## config.mk

```make
export PLATFORM = sky130hd
export DESIGN_NAME = fifo_skew_ctrl
export DESIGN_NICKNAME = d
export VERILOG_FILES = /design/src/rtl/fifo_skew_ctrl.sv
export SDC_FILE = /design/constraint.sdc
export NUM_CORES = 1
export LEC_CHECK = 0
export ABC_CLOCK_PERIOD_IN_PS = 4200
export CAP_MARGIN = 30
export CORE_MARGIN = 3
export CORE_UTILIZATION = 45
export CTS_BUF_LIST = sky130_fd_sc_hd__clkbuf_8 sky130_fd_sc_hd__clkbuf_16
export CTS_CLUSTER_DIAMETER = 40
export CTS_CLUSTER_SIZE = 10
export DETAILED_ROUTE_END_ITERATION = 6
export PLACE_DENSITY = 0.71
export SLEW_MARGIN = 20
export SYNTH_ARGS = -nofsm -noshare
export SYNTH_HDL_FRONTEND = slang
export SYNTH_SLANG_ARGS = --single-unit
```

## constraint.sdc

```tcl
create_clock -name clk -period 4.2 [get_ports clk]
set_clock_uncertainty 0.15 [all_clocks]
set_input_delay 0.84 -clock clk [delete_from_list [all_inputs] [get_ports clk]]
set_output_delay 0.84 -clock clk [all_outputs]
set_load 0.02 [all_outputs]
```

## src/rtl/fifo_skew_ctrl.sv

```systemverilog
// fifo_skew_ctrl: skewed per-channel pop-enable sequencer for the systolic input FIFO bank
module fifo_skew_ctrl #(
  parameter int NUM_CH = 4,
  parameter int LEN_W  = 8
) (
  input  logic              clk,
  input  logic              reset,
  input  logic              start,
  input  logic [LEN_W-1:0]  len,
  input  logic              reverse,
  input  logic              stall,
  output logic [NUM_CH-1:0] fifo_en,
  output logic              busy,
  output logic              done
);
  localparam int CW = LEN_W + $clog2(NUM_CH) + 1;
  typedef enum logic [1:0] {IDLE, RUN, DONE} state_t;
  state_t state, state_nxt;
  logic [CW-1:0] t, t_nxt, last;
  logic [LEN_W-1:0] len_q, len_nxt;
  logic rev_q, rev_nxt, go;
  logic [NUM_CH-1:0] mask, mask_nxt;
  // state, counter, latched config and registered mask
  always_ff @(posedge clk or negedge reset)
    if (!reset) begin
      state <= IDLE;
      t     <= '0;
      len_q <= '0;
      rev_q <= 1'b0;
      mask  <= '0;
    end else begin
      state <= state_nxt;
      t     <= t_nxt;
      len_q <= len_nxt;
      rev_q <= rev_nxt;
      mask  <= mask_nxt;
    end
  // next state, next counter and the mask for the counter value about to be loaded
  always_comb begin
    go        = state == IDLE && start;
    len_nxt   = go ? len : len_q;
    rev_nxt   = go ? reverse : rev_q;
    last      = CW'(len_q) + CW'(NUM_CH - 2);
    state_nxt = state == IDLE ? (start ? (len == '0 ? DONE : RUN) : IDLE) :
                state == RUN  ? ((!stall && t == last) ? DONE : RUN) : IDLE;
    t_nxt     = go ? '0 : (state == RUN && !stall) ? t + 1'b1 : t;
    mask_nxt  = '0;
    for (int k = 0; k < NUM_CH; k++)
      mask_nxt[k] = state_nxt == RUN &&
                    t_nxt >= CW'(rev_nxt ? NUM_CH - 1 - k : k) &&
                    t_nxt <  CW'(rev_nxt ? NUM_CH - 1 - k : k) + CW'(len_nxt);
  end
  // status decode and combinational stall gating of the enables
  always_comb begin
    busy    = state == RUN;
    done    = state == DONE;
    fifo_en = mask & {NUM_CH{~stall}};
  end
endmodule

```

==> After elaboration in Yosys (flattened, before gate mapping) <==
Index checks and enable logic that the tools add are counted.
Widths: inputs -> output; s select.
{ "op_classes": {"mux": 13, "addsub": 6, "order_cmp": 8, "n_eq_ne": 4, "n_reduce_logical": 14, "bitwise": 2} }
{ "ops": {"columns": ["cell", "n"], "rows": [
  ["$lt 11x9->1", 4],
  ["$add 2x8->9", 4],
  ["$ge 11x11->1", 3],
  ["$mux 11", 2],
  ["$mux 2", 9],
  ["$add 11x1->11 const B", 1],
  ["$eq 11x9->1", 1],
  ["$ge 11x2->1", 1],
  ["$logic_and 1x1->1", 11],
  ["$add 8x2->9 const B", 1],
  ["$logic_not 8->1", 1],
  ["$mux 8", 1],
  ["$and 4x4->4", 1],
  ["$eq 2x1->1 const B", 2],
  ["$eq 2x2->1 const B", 1],
  ["$logic_not 2->1", 1],
  ["$logic_not 1->1", 1],
  ["$mux 1", 1],
  ["$not 1->1", 1]
]} }
{ "word_totals": {"in_bits": 13, "reg_bits": 26, "elab_cells": 52} }

==> Logic depth before layout (Yosys ltp) <==
Gate-level depths: netlist of run 1.
{ "depth": {"ltp_word": 9, "ltp_mapped": 19, "depth_no_buf": 16} }

==> Worst setup path before layout of run 1 <==
No wires, ideal clock.
{ "synth_path": {"path_kind": "input-to-reg", "from": "input start", "to": "register mask[3]", "path_buffers": 1, "t_required_ns": 3.945, "setup_ns": 0.105, "path_stages": 16, "slack_ns": 0.272, "arrival_ns": 3.673, "cell_sequence": "or3b_4 buf_6 nand2_1 nand2_1 ha_1 inv_1 ha_1 o21ai_0 xnor2_1 ha_1 a21oi_1 nor2_1 a2111oi_0 a21oi_1 nor2_1 nor4b_1"} }
{ "synth_via": {"elab_chain_len": 6} }
{ "synth_lines": {"columns": ["item", "line", "rtl"], "rows": [
  ["from (decl)", "8", "input logic start,"],
  ["$logic_and 1x1->1", "40", "go = state == IDLE && start;"],
  ["$mux 1", "42", "rev_nxt = go ? reverse : rev_q;"],
  ["$mux 2", "50, 51", null],
  ["$add 2x8->9 / $ge 11x2->1 (equally long branches)", "51, 50", null],
  ["$lt 11x9->1 / $logic_and 1x1->1 (equally long branches)", "51, 49", null],
  ["$logic_and 1x1->1 *", "50", "t_nxt >= CW'(rev_nxt ? NUM_CH - 1 - k : k) &&"],
  ["net mask_nxt[3]", "22", "logic [NUM_CH-1:0] mask, mask_nxt;"],
  ["to (signal assigned)", "36", "mask <= mask_nxt;"],
  ["to (decl)", "22", null]
]} }
Mark *: on every way through the listed nets, which the timed path passes. The rest lies on a longest branch.

==> Worst setup path in the final report of run 1 <==
{ "layout_path": {"from": "input start", "to": "register mask[2]"} }
{ "layout_via": {"elab_chain_len": 6} }
{ "layout_lines": {"columns": ["item", "line"], "rows": [
  ["$logic_and 1x1->1", "40"],
  ["$mux 1", "42"],
  ["$mux 2", "50, 51"],
  ["$add 2x8->9 / $ge 11x11->1 (equally long branches)", "51, 50"],
  ["$lt 11x9->1 / $logic_and 1x1->1 (equally long branches)", "51, 49"],
  ["$logic_and 1x1->1 *", "50"],
  ["net mask_nxt[2]", "22"]
]} }
Marked as above.

==> out/results.ini, run 1 <==
[synthesis]
ys_seq_elements = 26
syn_area_per_cell_um2 = 8.45
syn_nets = 411
synth.distinct_cells = 57
yosysMostFrequentCell = ha_1
synth_fa_ha_area_frac = 0.189
synth_top_area_share = 0.218
yosys_warnings = 0
synth_commonest_cells = 45 x ha_1, 40 x nor2_1, 37 x xnor2_1
ys.flop_type = dfrtp_1
synth_xor_area_frac = 0.135
yosys.area_share.simple = 0.237
synthMuxAreaShare = 0.0302
yosys.area.top_type = dfrtp_1
synth_top_family_by_area = simple AND/OR/NAND/NOR gates
synth_compound_area_frac = 0.141
seq_area_frac_synth = 0.218
synth_async_sr_flop_share = 1.00
synth_edf_count = 0
syn_inst = 353
syn_area_um2 = 2980
synth_area_leaders = dfrtp_1 22%, ha_1 19%, xnor2_1 11%

[sta]
slew_viol_final = 0
min_period_ps = 3850
fmax_mhz = 260
slew_headroom = 0.418
worstMarginPinSlew_ps = 867
hold_viol = 0
period_share = 0.916
setup_viol = 0
rsz0062_at_grt = no

[die]
start_util = 0.467
rows = 29
core_area_um2 = 6390
io-pin-count = 19
die_y_um = 87.4
dieWidth_um = 87.4
die-area_um2 = 7640

[global_routing]
grt_pass1_wl_mm = 12.9
grtUsageMet2 = 0.348
overflow = 0
grt_max_degree = 27
antenna_found_initial = 0
grt_pass1_vias = 2695
use_met1 = 0.283
met3_usage = 0.0237
grt_usage = 0.215
busiest_layer = met2

[power_and_ir_drop]
power_leakage_nw = 1.60
p_switching_mw = 1.43
pwr_density_cell_nw_per_um2 = 823
p_sw_frac = 0.483
power_mw = 2.96
pwr-share-comb = 0.787
peakVddDrop_v = 0.000390
share_seq_of_total_power = 0.163
p_int_mw = 1.53
p_clk_frac = 0.050

[critical_path]
cp_slowest_cell = or3b_4
cp-start-kind = input pin
critical-path-max-stage-delay_ps = 440
required_ps = 4220
r2r_cells = 15
arrival_ps = 3860
cp-end-kind = register
crit_path_max_fanout = 5
crit_chain = dlymetal6s2s_1 -> or3b_4 -> nand2_1 -> nand2_1 -> ha_4 -> inv_1 -> buf_4 -> ha_1 -> nor2_2 -> nor2_1 -> xnor2_1 -> ha_1 -> buf_4 -> a2111oi_2 -> a21oi_1 -> nor4_1
critPathKind = input pin to register

[clock_network]
insertion_delay_ps = 270
cts_made_buffers = 3
clock-root-buffer = clkbuf_8
tritoncts = yes
htreeDepth = 1
clkTransAtPathRegs_ps = 90
clock_path_buffers = 2
clock_sinks = 26

[finish]
drive_above_1_share = 0.163
n_antenna_cell = 0
fin_nets = 464
final_cells = 481
n_fill_cell = 576
synthToLayoutAreaGrowth_pct = 20.3

[place]
hpwl_mm = 6.43
port_buffers = 18
place.gp.congestion = 0.876
placed_cells = 476

[route]
drc = 0
wl_per_cell_um = 16.6
routed-via-count = 2724
postRouteAntennaNets = 0
dr.pass1.iters = 4
viasPerCell = 5.66
drt-initial-drc-count = 130
drt_wl_total_mm = 7.97

[min_path]
hold_path_class = register to register
whs_path_depth = 2

[flow_run]
cap_violations = 0

[run_status]
status = complete, no violations

-- stage by stage --
step	instance area, µm²	worst slack [ps]	hold WS, ps	setup TNS (ps)	utilization
floorplan	2980	272	347	0	-
global placement	3500	-251	380	-839	0.548
detailed placement	3500	-290	404	-1030	0.548
CTS	3540	15.4	427	0	0.555
global route	3590	116	477	0	0.562
finish	3590	353	430	0	0.562
-- state kept, by name (all words and copies together), names as in the netlist --
name / flops
mask: 4
rev_q: 1
state: 2
len_q: 8
t: 11
-- area by class of cell --
cell class	count	area, µm²	share of cell area
Multi-Input combinational cell	296	2210	0.616
Sequential cell	26	651	0.181
Timing Repair Buffer	62	526	0.146
Tap cell	77	96.3	0.0268
Inverter	17	63.8	0.0178
Clock buffer	3	41.3	0.0115
-- worst max-delay path: cells and delay by family --
kind | cells | cell delay, ps
buf+inv | 4 | 460
simple gates | 6 | 1180
xor+xnor | 1 | 130
compound gates | 2 | 390
fa+ha+maj | 3 | 870
-- per-layer routing --
layer | wire (µm) | share of wire
met1 | 3530 | 0.44
met2 | 3790 | 0.48
met5 | 0 | 0
met4 | 329 | 0.041
met3 | 328 | 0.041
-- worst paths after layout --
kind / start / endpoint / slack (ps)
max: start / mask[2] / 350
min: rev_q / rev_q / 430
max reg2reg: state[1] / mask[2] / 510
min reg2reg: rev_q / rev_q / 430
max in group asynchronous: reset / t[7] / 2840
min in group asynchronous: reset / t[9] / 800
-- placed cells by master, fill, tap and decap left out, types with 13 or more instances in the layout --
master	Yosys	routed
ha_1	45	44
buf_4	1	43
nor2_1	40	39
xnor2_1	37	37
nand2_1	30	30
dfrtp_1	26	26
a21oi_1	17	17
clkdlybuf4s50_1	0	17
inv_1	13	13
-- cell families (layout without fill, tap and decap cells) --
logic type               Yosys count  count (layout)
XOR/XNOR                          46              46
AO/OA/AOI/OAI                     62              62
multiplexers                       9               9
adder cells (fa/ha/maj)           45              45
buffers and inverters             31              82
flip-flops                        26              26
AND/OR/NAND/NOR                  134             134
-- power by group through the flow --
| stage | sequential [mW] | clock, mW | combinational (mW) |
|---|---|---|---|
| 6_report | 0.481 | 0.147 | 2.33 |
| 5_1_grt | 0.500 | 0.159 | 2.58 |
| 4_1_cts | 0.475 | 0.149 | 2.27 |
| 3_3_place_gp | 0.475 | 0 | 2.18 |
| 2_1_floorplan | 0.411 | 0 | 1.56 |
| 3_5_place_dp | 0.481 | 0 | 2.25 |
-- timing repair --
| action | 4_1_cts | 5_1_grt |
|---|---|---|
| buffers inserted | 0 | 2 |
| pin swaps | 1 | 5 |
| hold buffers | 0 | 0 |
| setup endpoints to repair | 2 | 4 |
| resized for setup | 1 | 8 |
No activity file was read; power rests on OpenSTA's default activity.
==> run 2: changes to the inputs <==
- PLACE_DENSITY: 0.71 -> not set
- PLACE_DENSITY_LB_ADDON: not set -> 0.05
==> out/results.ini, run 2 (synthesized netlist as in run 1, its figures left out) <==
[place]
port_buffers = 18
place.gp.congestion = 0.830
hpwl_mm = 6.74

[critical_path]
required_ps = 4230
cp-start-kind = input pin
arrival_ps = 3950
crit_path_max_fanout = 4
cp-end-kind = register
critPathKind = input pin to register

[die]
rows = 29
io-pin-count = 19
core_area_um2 = 6390
start_util = 0.467
die_y_um = 87.4
die-area_um2 = 7640
dieWidth_um = 87.4

[power_and_ir_drop]
p_clk_frac = 0.068
p_switching_mw = 1.48
share_seq_of_total_power = 0.148
peakVddDrop_v = 0.000515
p_int_mw = 1.67
pwr_density_cell_nw_per_um2 = 845
p_sw_frac = 0.470
power_leakage_nw = 1.67
pwr-share-comb = 0.784

[finish]
final_common_cell = buf_4
top_register = t
synthToLayoutAreaGrowth_pct = 25.0
n_fill_cell = 595
drive_above_1_share = 0.205
largest_reg_flops = 11
n_antenna_cell = 0
fin_nets = 474
final_cell_mix = 53 x buf_4, 43 x ha_1, 38 x nor2_1
largestRegisters = t: 11 flops, len_q: 8 flops, mask: 4 flops

[sta]
finalSetupTns_ps = 0
period_share = 0.935
setup_viol = 0
fmax_mhz = 255
min_period_ps = 3930
hold_viol = 0
slew_viol_final = 0
hold_ws_ps = 418
slew_headroom = 0.181
rsz0062_at_grt = no
worstMarginPinSlew_ps = 1220

[clock_network]
clock_path_buffers = 2
insertion_delay_ps = 280
holdBufCountCts = 0
cts_made_buffers = 3
clkTransAtPathRegs_ps = 100
htreeDepth = 1
tritoncts = yes
clock_sinks = 26
clock-root-buffer = clkbuf_8

[global_routing]
grt_pass1_vias = 2733
grt_usage = 0.227
grt_pass1_wl_mm = 13.5
antenna_found_initial = 0
grt_max_degree = 27
overflow = 0

[flow_run]
cap_violations = 0

[route]
drt_wl_total_mm = 8.31
drt-initial-drc-count = 116
viasPerCell = 5.46
wl_per_cell_um = 16.9
drc = 0
routed-via-count = 2684
postRouteAntennaNets = 0
dr.pass1.iters = 4

[run_status]
status = complete, no violations

[min_path]
hold_path_class = register to register

-- run 2: cell types whose count changed in the layout (fill, tap and decap cells not counted), moves of 2 or more --
cell and change:
nor4_1 -2, buf_4 +10, o21ai_0 -2, nor4_2 +2
-- run 2: repair_timing --
| action | 4_1_cts | 5_1_grt |
|---|---|---|
| pin swaps | 1 | 4 |
| resized for setup | 6 | 14 |
| setup endpoints to repair | 3 | 4 |
| setup buffers | 0 | 1 |
-- run 2: routing by layer --
metal  vias up  wire length, µm  GRT usage
li1       1365                -          -
met1      1270             3890      0.298
met2        41             4130      0.403
met3         8              154     0.0151
met4         0              130     0.0572
met5         -                0          0
-- run 2: power by group through the flow --
stage	registers (mW)	clock network, mW	logic, mW
global route	0.485	0.223	2.74
global placement	0.468	0	2.30
floorplan	0.411	0	1.56
detailed placement	0.472	0	2.35
finish	0.468	0.214	2.47
CTS	0.465	0.217	2.40
-- run 2: path summary, 6_finish.rpt --
path                                from       end  slack, ps  cells past startpoint
worst max-delay path               start   mask[2]        270                     16
worst min-delay path               rev_q     rev_q        420                      2
worst max register to register  state[1]   mask[2]        570                     15
worst min register to register     rev_q     rev_q        420                      2
max in group asynchronous          reset  len_q[4]       2850                      2
min in group asynchronous          reset  state[0]        780                      2
-- run 2: cell type report --
class / count / area (µm²) / share of cell area
Tap cell: 77 / 96.3 / 0.0258
Timing Repair Buffer: 72 / 592 / 0.159
Multi-Input combinational cell: 296 / 2260 / 0.605
Sequential cell: 26 / 651 / 0.174
Clock inverter: 1 / 30.0 / 0.00805
Clock buffer: 3 / 41.3 / 0.0111
Inverter: 17 / 63.8 / 0.0171
-- run 2: worst max-delay path, stage by stage --
cell and delay [ps]:
dlymetal6s2s_1 130, or3b_4 420, nand2_1 110, nand2_1 110
buf_4 180, ha_1 210, ha_1 240, o21ai_1 200
xnor2_1 160, ha_1 280, a21oi_1 150, nor2_1 60
a2111oi_1 380, buf_4 190, a21oi_1 70, nor4_1 220
-- run 2: stage by stage --
stage | instance area (µm²) | util | setup WS, ps | std cells | power (mW)
CTS | 3660 | 0.574 | 9.92 | 491 | 3.09
global route | 3730 | 0.584 | 90.6 | 492 | 3.45
floorplan | 2980 | - | 272 | 353 | 1.98
global placement | 3570 | 0.559 | -381 | 487 | 2.77
detailed placement | 3570 | 0.559 | -432 | 487 | 2.82
finish | 3730 | 0.584 | 274 | 492 | 3.15
==> run 3: changes to the inputs <==
- SLEW_MARGIN: 20 -> 5
==> results of run 3 <==
Same layout as run 2: the final DEF is identical, and so are final timing and power.
